--- src/rtl/snn_ctrl_pkg.sv ---
// Shared types and helpers for the spiking-network inference sequencer.
package snn_ctrl_pkg;

    // Sequencer states; CLEAR..DONE make up one inference.
    typedef enum logic [2:0] {
        IDLE,
        CLEAR,
        WAIT_IN,
        DELAY,
        EVAL,
        CAPTURE,
        SCAN,
        DONE
    } state_e;

    // Index width needed to address n items (never less than one bit).
    function automatic int clog2(input int n);
        int r;
        r = 0;
        while ((1 << r) < n) r = r + 1;
        return (r < 1) ? 1 : r;
    endfunction

endpackage

--- src/rtl/snn_inference_sequencer_sat_counter.sv ---
// Saturating up-counter with synchronous clear; clear wins over increment.
module sat_counter #(
    parameter int W = 5
) (
    input  logic         clk,
    input  logic         reset,
    input  logic         clr_i,
    input  logic         inc_i,
    output logic [W-1:0] cnt_o
);

    localparam logic [W-1:0] MAX = '1;

    logic [W-1:0] cnt_q, cnt_d;

    // Next count: clear, or step up unless already pinned at the maximum.
    always_comb begin
        cnt_d = cnt_q;
        if (clr_i) begin
            cnt_d = '0;
        end else if (inc_i && (cnt_q != MAX)) begin
            cnt_d = cnt_q + 1'b1;
        end
    end

    // Count register.
    always_ff @(posedge clk) begin
        if (reset) begin
            cnt_q <= '0;
        end else begin
            cnt_q <= cnt_d;
        end
    end

    assign cnt_o = cnt_q;

endmodule

--- src/rtl/snn_inference_sequencer.sv ---
// Timestep controller for the two-layer spiking network: feeds one frame per
// timestep, strobes delay clock and enable, accumulates output spikes, then
// scans the counts for the winning class.
//
// Input handshake: a frame moves on a rising edge where in_ready and in_valid
// are both high. in_ready is high exactly while the sequencer sits in WAIT_IN
// and does not depend on in_valid; in_spikes must be stable while in_valid is
// high. An abort in that same cycle cancels the transfer.
module snn_inference_sequencer
    import snn_ctrl_pkg::*;
#(
    parameter int M1     = 8,
    parameter int N2     = 8,
    parameter int CNT_W  = 5,
    parameter int STEP_W = 5
) (
    input  logic                  clk,
    input  logic                  reset,
    input  logic                  start,
    input  logic                  abort,
    input  logic [STEP_W-1:0]     num_steps,
    input  logic                  in_valid,
    output logic                  in_ready,
    input  logic [M1-1:0]         in_spikes,
    output logic                  net_reset,
    output logic                  net_enable,
    output logic                  net_delay_clk,
    output logic [M1-1:0]         net_input_spikes,
    input  logic [N2-1:0]         net_output_spikes,
    output logic [N2*CNT_W-1:0]   spike_counts,
    output logic [clog2(N2)-1:0]  winner,
    output logic                  no_spike,
    output logic                  busy,
    output logic                  done,
    output state_e                dbg_state
);

    localparam int WIN_W = clog2(N2);
    localparam logic [WIN_W-1:0] LAST_IDX = WIN_W'(N2 - 1);

    state_e              state_q, state_d;
    logic [STEP_W-1:0]   num_steps_q, num_steps_d;
    logic [STEP_W-1:0]   step_cnt_q, step_cnt_d;
    logic [WIN_W-1:0]    scan_idx_q, scan_idx_d;
    logic [WIN_W-1:0]    best_idx_q, best_idx_d;
    logic [CNT_W-1:0]    best_cnt_q, best_cnt_d;
    logic [WIN_W-1:0]    winner_q, winner_d;
    logic                no_spike_q, no_spike_d;
    logic [M1-1:0]       net_in_q, net_in_d;
    logic                net_reset_q, net_enable_q, net_delay_q, busy_q, done_q;

    logic [CNT_W-1:0]    cnt [N2];
    logic                cnt_clr;
    logic [N2-1:0]       cnt_inc;

    // One saturating spike counter per output neuron.
    for (genvar i = 0; i < N2; i++) begin : g_cnt
        sat_counter #(.W(CNT_W)) u_cnt (
            .clk   (clk),
            .reset (reset),
            .clr_i (cnt_clr),
            .inc_i (cnt_inc[i]),
            .cnt_o (cnt[i])
        );
        assign spike_counts[i*CNT_W +: CNT_W] = cnt[i];
    end

    // Next-state, datapath updates and counter controls; abort overrides all
    // activity outside IDLE so counts and results hold.
    always_comb begin
        state_d     = state_q;
        num_steps_d = num_steps_q;
        step_cnt_d  = step_cnt_q;
        scan_idx_d  = scan_idx_q;
        best_idx_d  = best_idx_q;
        best_cnt_d  = best_cnt_q;
        winner_d    = winner_q;
        no_spike_d  = no_spike_q;
        net_in_d    = net_in_q;
        cnt_clr     = 1'b0;
        cnt_inc     = '0;
        if ((state_q != IDLE) && abort) begin
            state_d = IDLE;
        end else begin
            case (state_q)
                IDLE: begin
                    if (start) begin
                        num_steps_d = num_steps;
                        step_cnt_d  = '0;
                        state_d     = CLEAR;
                    end
                end
                CLEAR: begin
                    cnt_clr    = 1'b1;
                    net_in_d   = '0;
                    scan_idx_d = '0;
                    best_idx_d = '0;
                    best_cnt_d = '0;
                    state_d    = (num_steps_q == '0) ? SCAN : WAIT_IN;
                end
                WAIT_IN: begin
                    if (in_valid) begin
                        net_in_d = in_spikes;
                        state_d  = DELAY;
                    end
                end
                DELAY:   state_d = EVAL;
                EVAL:    state_d = CAPTURE;
                CAPTURE: begin
                    cnt_inc    = net_output_spikes;
                    step_cnt_d = step_cnt_q + 1'b1;
                    state_d    = (step_cnt_q + 1'b1 == num_steps_q) ? SCAN : WAIT_IN;
                end
                SCAN: begin
                    // Strictly-greater replacement keeps the lowest index on ties.
                    if (cnt[scan_idx_q] > best_cnt_q) begin
                        best_idx_d = scan_idx_q;
                        best_cnt_d = cnt[scan_idx_q];
                    end
                    scan_idx_d = scan_idx_q + 1'b1;
                    if (scan_idx_q == LAST_IDX) begin
                        // Results land together with the done pulse.
                        winner_d   = best_idx_d;
                        no_spike_d = (best_cnt_d == '0);
                        state_d    = DONE;
                    end
                end
                DONE:    state_d = IDLE;
                default: state_d = IDLE;
            endcase
        end
    end

    // State and datapath registers; pulse outputs are registered decodes of
    // the next state so each is high exactly during its state.
    always_ff @(posedge clk) begin
        if (reset) begin
            state_q      <= IDLE;
            num_steps_q  <= '0;
            step_cnt_q   <= '0;
            scan_idx_q   <= '0;
            best_idx_q   <= '0;
            best_cnt_q   <= '0;
            winner_q     <= '0;
            no_spike_q   <= 1'b0;
            net_in_q     <= '0;
            net_reset_q  <= 1'b0;
            net_enable_q <= 1'b0;
            net_delay_q  <= 1'b0;
            busy_q       <= 1'b0;
            done_q       <= 1'b0;
        end else begin
            state_q      <= state_d;
            num_steps_q  <= num_steps_d;
            step_cnt_q   <= step_cnt_d;
            scan_idx_q   <= scan_idx_d;
            best_idx_q   <= best_idx_d;
            best_cnt_q   <= best_cnt_d;
            winner_q     <= winner_d;
            no_spike_q   <= no_spike_d;
            net_in_q     <= net_in_d;
            net_reset_q  <= (state_d == CLEAR);
            net_enable_q <= (state_d == EVAL);
            net_delay_q  <= (state_d == DELAY);
            busy_q       <= (state_d != IDLE);
            done_q       <= (state_d == DONE);
        end
    end

    assign in_ready         = (state_q == WAIT_IN);
    assign net_reset        = net_reset_q;
    assign net_enable       = net_enable_q;
    assign net_delay_clk    = net_delay_q;
    assign net_input_spikes = net_in_q;
    assign winner           = winner_q;
    assign no_spike         = no_spike_q;
    assign busy             = busy_q;
    assign done             = done_q;
    assign dbg_state        = state_q;

endmodule

--- config.mk ---
export PLATFORM = sky130hd
export DESIGN_NAME = snn_inference_sequencer
export DESIGN_NICKNAME = d
export VERILOG_FILES = /design/src/rtl/snn_ctrl_pkg.sv /design/src/rtl/snn_inference_sequencer_sat_counter.sv /design/src/rtl/snn_inference_sequencer.sv
export SDC_FILE = /design/constraint.sdc
export NUM_CORES = 1
export LEC_CHECK = 0
export ABC_AREA = 0
export CORE_MARGIN = 2
export CORE_UTILIZATION = 48
export CTS_BUF_LIST = sky130_fd_sc_hd__clkbuf_4 sky130_fd_sc_hd__clkbuf_8
export DETAILED_ROUTE_END_ITERATION = 10
export PLACE_DENSITY = 0.79
export SETUP_SLACK_MARGIN = 0.02
export SLEW_MARGIN = 10
export SYNTH_ARGS = -nofsm -noshare
export SYNTH_HDL_FRONTEND = slang
export SYNTH_SLANG_ARGS = --single-unit
--- constraint.sdc ---
create_clock -name clk -period 2.8 [get_ports clk]
set_input_delay 0.28 -clock clk [delete_from_list [all_inputs] [get_ports clk]]
set_output_delay 0.28 -clock clk [all_outputs]
set_load 0.01 [all_outputs]
==> metrics.txt <==
DR vias=3615; Routed WL=10550 um; commonest non-fill, non-tap cells in the layout=86 x clkdlybuf4s50_1, 78 x dfxtp_1, 67 x nor2_1; Mapped Nets=482; final hold vios=0; Die H=96.30 um; endpoint class of the critical path=flip-flop; share of layout cells above drive strength 1=17.21%; setup total negative slack=0 ps; hold crit path type=reg -> reg; Initial Utilization=49.76%; dpl ws=-58.22 ps; DP Wirelength=7544 um; antenna diode count=0; CTS Sinks=81; Power Dens Cells=390.3 mW/mm^2; post-layout util=67.85%; status=finished, final reports clean; Synth-to-Final Area Change=36.35%; Rows=33; grt total ovfl=0; Setup crit start=scan_idx_q[2]; IO Count=87; DRT Pass-1 Iters=4; largest net degree at the start of global routing=41; Post-synth ARST share=0%; Synth Flop Type=dfxtp_1; WP data required=3060 ps; root buf cell=clkbuf_8; routed len/inst=16.06 um; final worst slack=1.283 ps; Die ar.=0.009273 mm^2; Via density=5.502; Final ANT Viol Nets=0; Worst-Skew Late Latency=360 ps; commonest non-fill, non-tap cell in the layout=clkdlybuf4s50_1; Synth Instances=432; Rel. slew slack=56.92%; RePlAce Congestion=0.8596; startpoint class of the critical path=flip-flop; final worst path period need=2799 ps; Top Usage Layer GRT=met2; synthesized area=0.004089 mm^2; Finish-stage setup viols=0; area of the multi-input gates=0.002437 mm^2; Worst Path Max Fanout=7; Max-cap violations=0; drt initial violations=142; Fillers=664; Worst Path Class, Setup=reg -> reg; M1 GR Usage=29.27%; LEAKAGE=2.152 nW; RSZ-0062 raised after global routing=yes; worst slew pin tran=640.7 ps; chip width=96.30 um; number of synthesized flops with an enable pin=0; CTS tree=built; Seq/Total Area, Yosys=39.66%; Final Net Count=598; peak supply drop=0.0002385 V; flop and latch count out of synthesis=81; TritonCTS buffer count=9; Max Fclk=357.3 MHz; first-pass GRT wire length=17110 um; Yosys cell types=50; Ys Warns=0; GR Util met2=40.91%; Reg area=0.001630 mm^2; H-tree depth=3; clock skew=8.488 ps; GRT met3 Usage=5.247%; vias in the first global route=3588; # port buffers=86; # placed instances=639; CTS Buffer Depth=2; clk slew on worst S/H paths=70 ps; initial antenna violation count=0; fin cells=657; max-slew violation count=0; DRC violations left=0; FF-to-FF Start=scan_idx_q[2]; Hold Crit Start=net_input_spikes[4]; global-route usage over all layers=24.02%; period utilisation layout=99.95%; Core ar.=0.008217 mm^2; syn avg cell area=9.465 um^2; CP Data Arrival Time=3060 ps
[kinds of logic after synthesis]
family / count (synthesis) / synth area share, %
AO/OA/AOI/OAI: 60 / 9.486
XOR/XNOR: 31 / 6.640
adder cells (fa/ha/maj): 24 / 7.344
buffers and inverters: 29 / 2.937
flip-flops: 81 / 39.66
multiplexers: 39 / 12.88
AND/OR/NAND/NOR: 168 / 21.05
[where the power goes]
part	internal [mW]	total, mW	switching (mW)
sequential	1.16	1.18	0.0164
clock	0.415	0.829	0.414
combinational	0.0844	0.169	0.0845
[worst paths after layout]
check | slack, ps | cells after the start | to
worst max-delay path | 1 | 8 | no_spike
worst min-delay path | 450 | 2 | net_input_spikes[4]
worst max register to register | 1 | 8 | no_spike
worst min register to register | 450 | 2 | net_input_spikes[4]
[cell type report]
type	instances	share of cell area, %
clock buffer	10	2.356
clock inverter	5	1.032
inverter	10	0.6732
multi-input combinational	322	43.72
sequential	81	29.24
tap	105	2.356
timing repair buffer	124	20.62
[per-layer routing]
layer | wire, um | vias up
li1 | - | 1770
met4 | 212 | 0
met1 | 4409 | 1698
met2 | 5199 | 125
met5 | 0 | -
met3 | 728 | 22
[cell usage after synthesis (2+ instances only)]
| cell type | count | area share [%] |
|---|---|---|
| dfxtp_1 | 81 | 40 |
| nor2_1 | 67 | 6.2 |
| nand2_1 | 33 | 3.0 |
| a21oi_1 | 25 | 3.1 |
| ha_1 | 24 | 7.3 |
| mux2i_1 | 23 | 5.6 |
| xor2_1 | 19 | 4.1 |
| clkbuf_1 | 14 | 1.3 |
| nand3_1 | 13 | 1.6 |
| o21ai_0 | 12 | 1.5 |
| xnor2_1 | 12 | 2.6 |
| inv_1 | 10 | 0.92 |
| mux4_2 | 10 | 5.5 |
| nand4_1 | 9 | 1.4 |
| and3_1 | 8 | 1.2 |
| nor3b_2 | 8 | 2.4 |
| nor3_1 | 6 | 0.73 |
| mux2_2 | 5 | 1.4 |
| nand3b_1 | 5 | 0.92 |
| a22oi_1 | 4 | 0.73 |
| a311oi_1 | 4 | 0.86 |
| buf_2 | 3 | 0.37 |
| nand2b_1 | 3 | 0.46 |
| nor2b_1 | 3 | 0.46 |
| or3_1 | 3 | 0.46 |
| nor3b_1 | 2 | 0.37 |
| o311a_1 | 2 | 0.49 |
| o31ai_1 | 2 | 0.37 |
[metrics by stage]
step | instance area (um^2) | power, mW | hold slack (ps)
2_1_floorplan | 4134 | 1.295 | 427.2
3_3_place_gp | 5308 | 1.370 | 438.7
3_5_place_dp | 5308 | 1.374 | 447.2
4_1_cts | 5555 | 2.190 | 458.1
5_1_grt | 5575 | 2.256 | 491.6
6_report | 5575 | 2.176 | 452.7
[worst max-delay path, cell delays in order (launching register included)]
cell     delay, ps
dfxtp_4        410
mux4_2         530
mux2_4         300
ha_4           270
nand4_1        190
o221a_2        310
or3_4          370
and2_4         160
o41ai_2        170
[flip-flops by register name, summed over array words and instances, names as in the netlist]
name and cells:
winner 3, done 1, num_steps_q 5, net_reset 1, net_input_spikes 8, no_spike 1
net_delay_clk 1, dbg_state 3, g_cnt.u_cnt.cnt_o 40, net_enable 1, best_cnt_q 5, best_idx_q 3
busy 1, scan_idx_q 3, step_cnt_q 5
[timing repair]
action                                  CTS  global route
buffers inserted                          3             0
endpoints found under the setup margin    8            10
gates resized for setup                   5             8
hold endpoints to repair                  0             0
hold buffers                              0             0
cloned                                    0             0
pin swaps                                 4             4
Power figures use the tool's default switching activity.
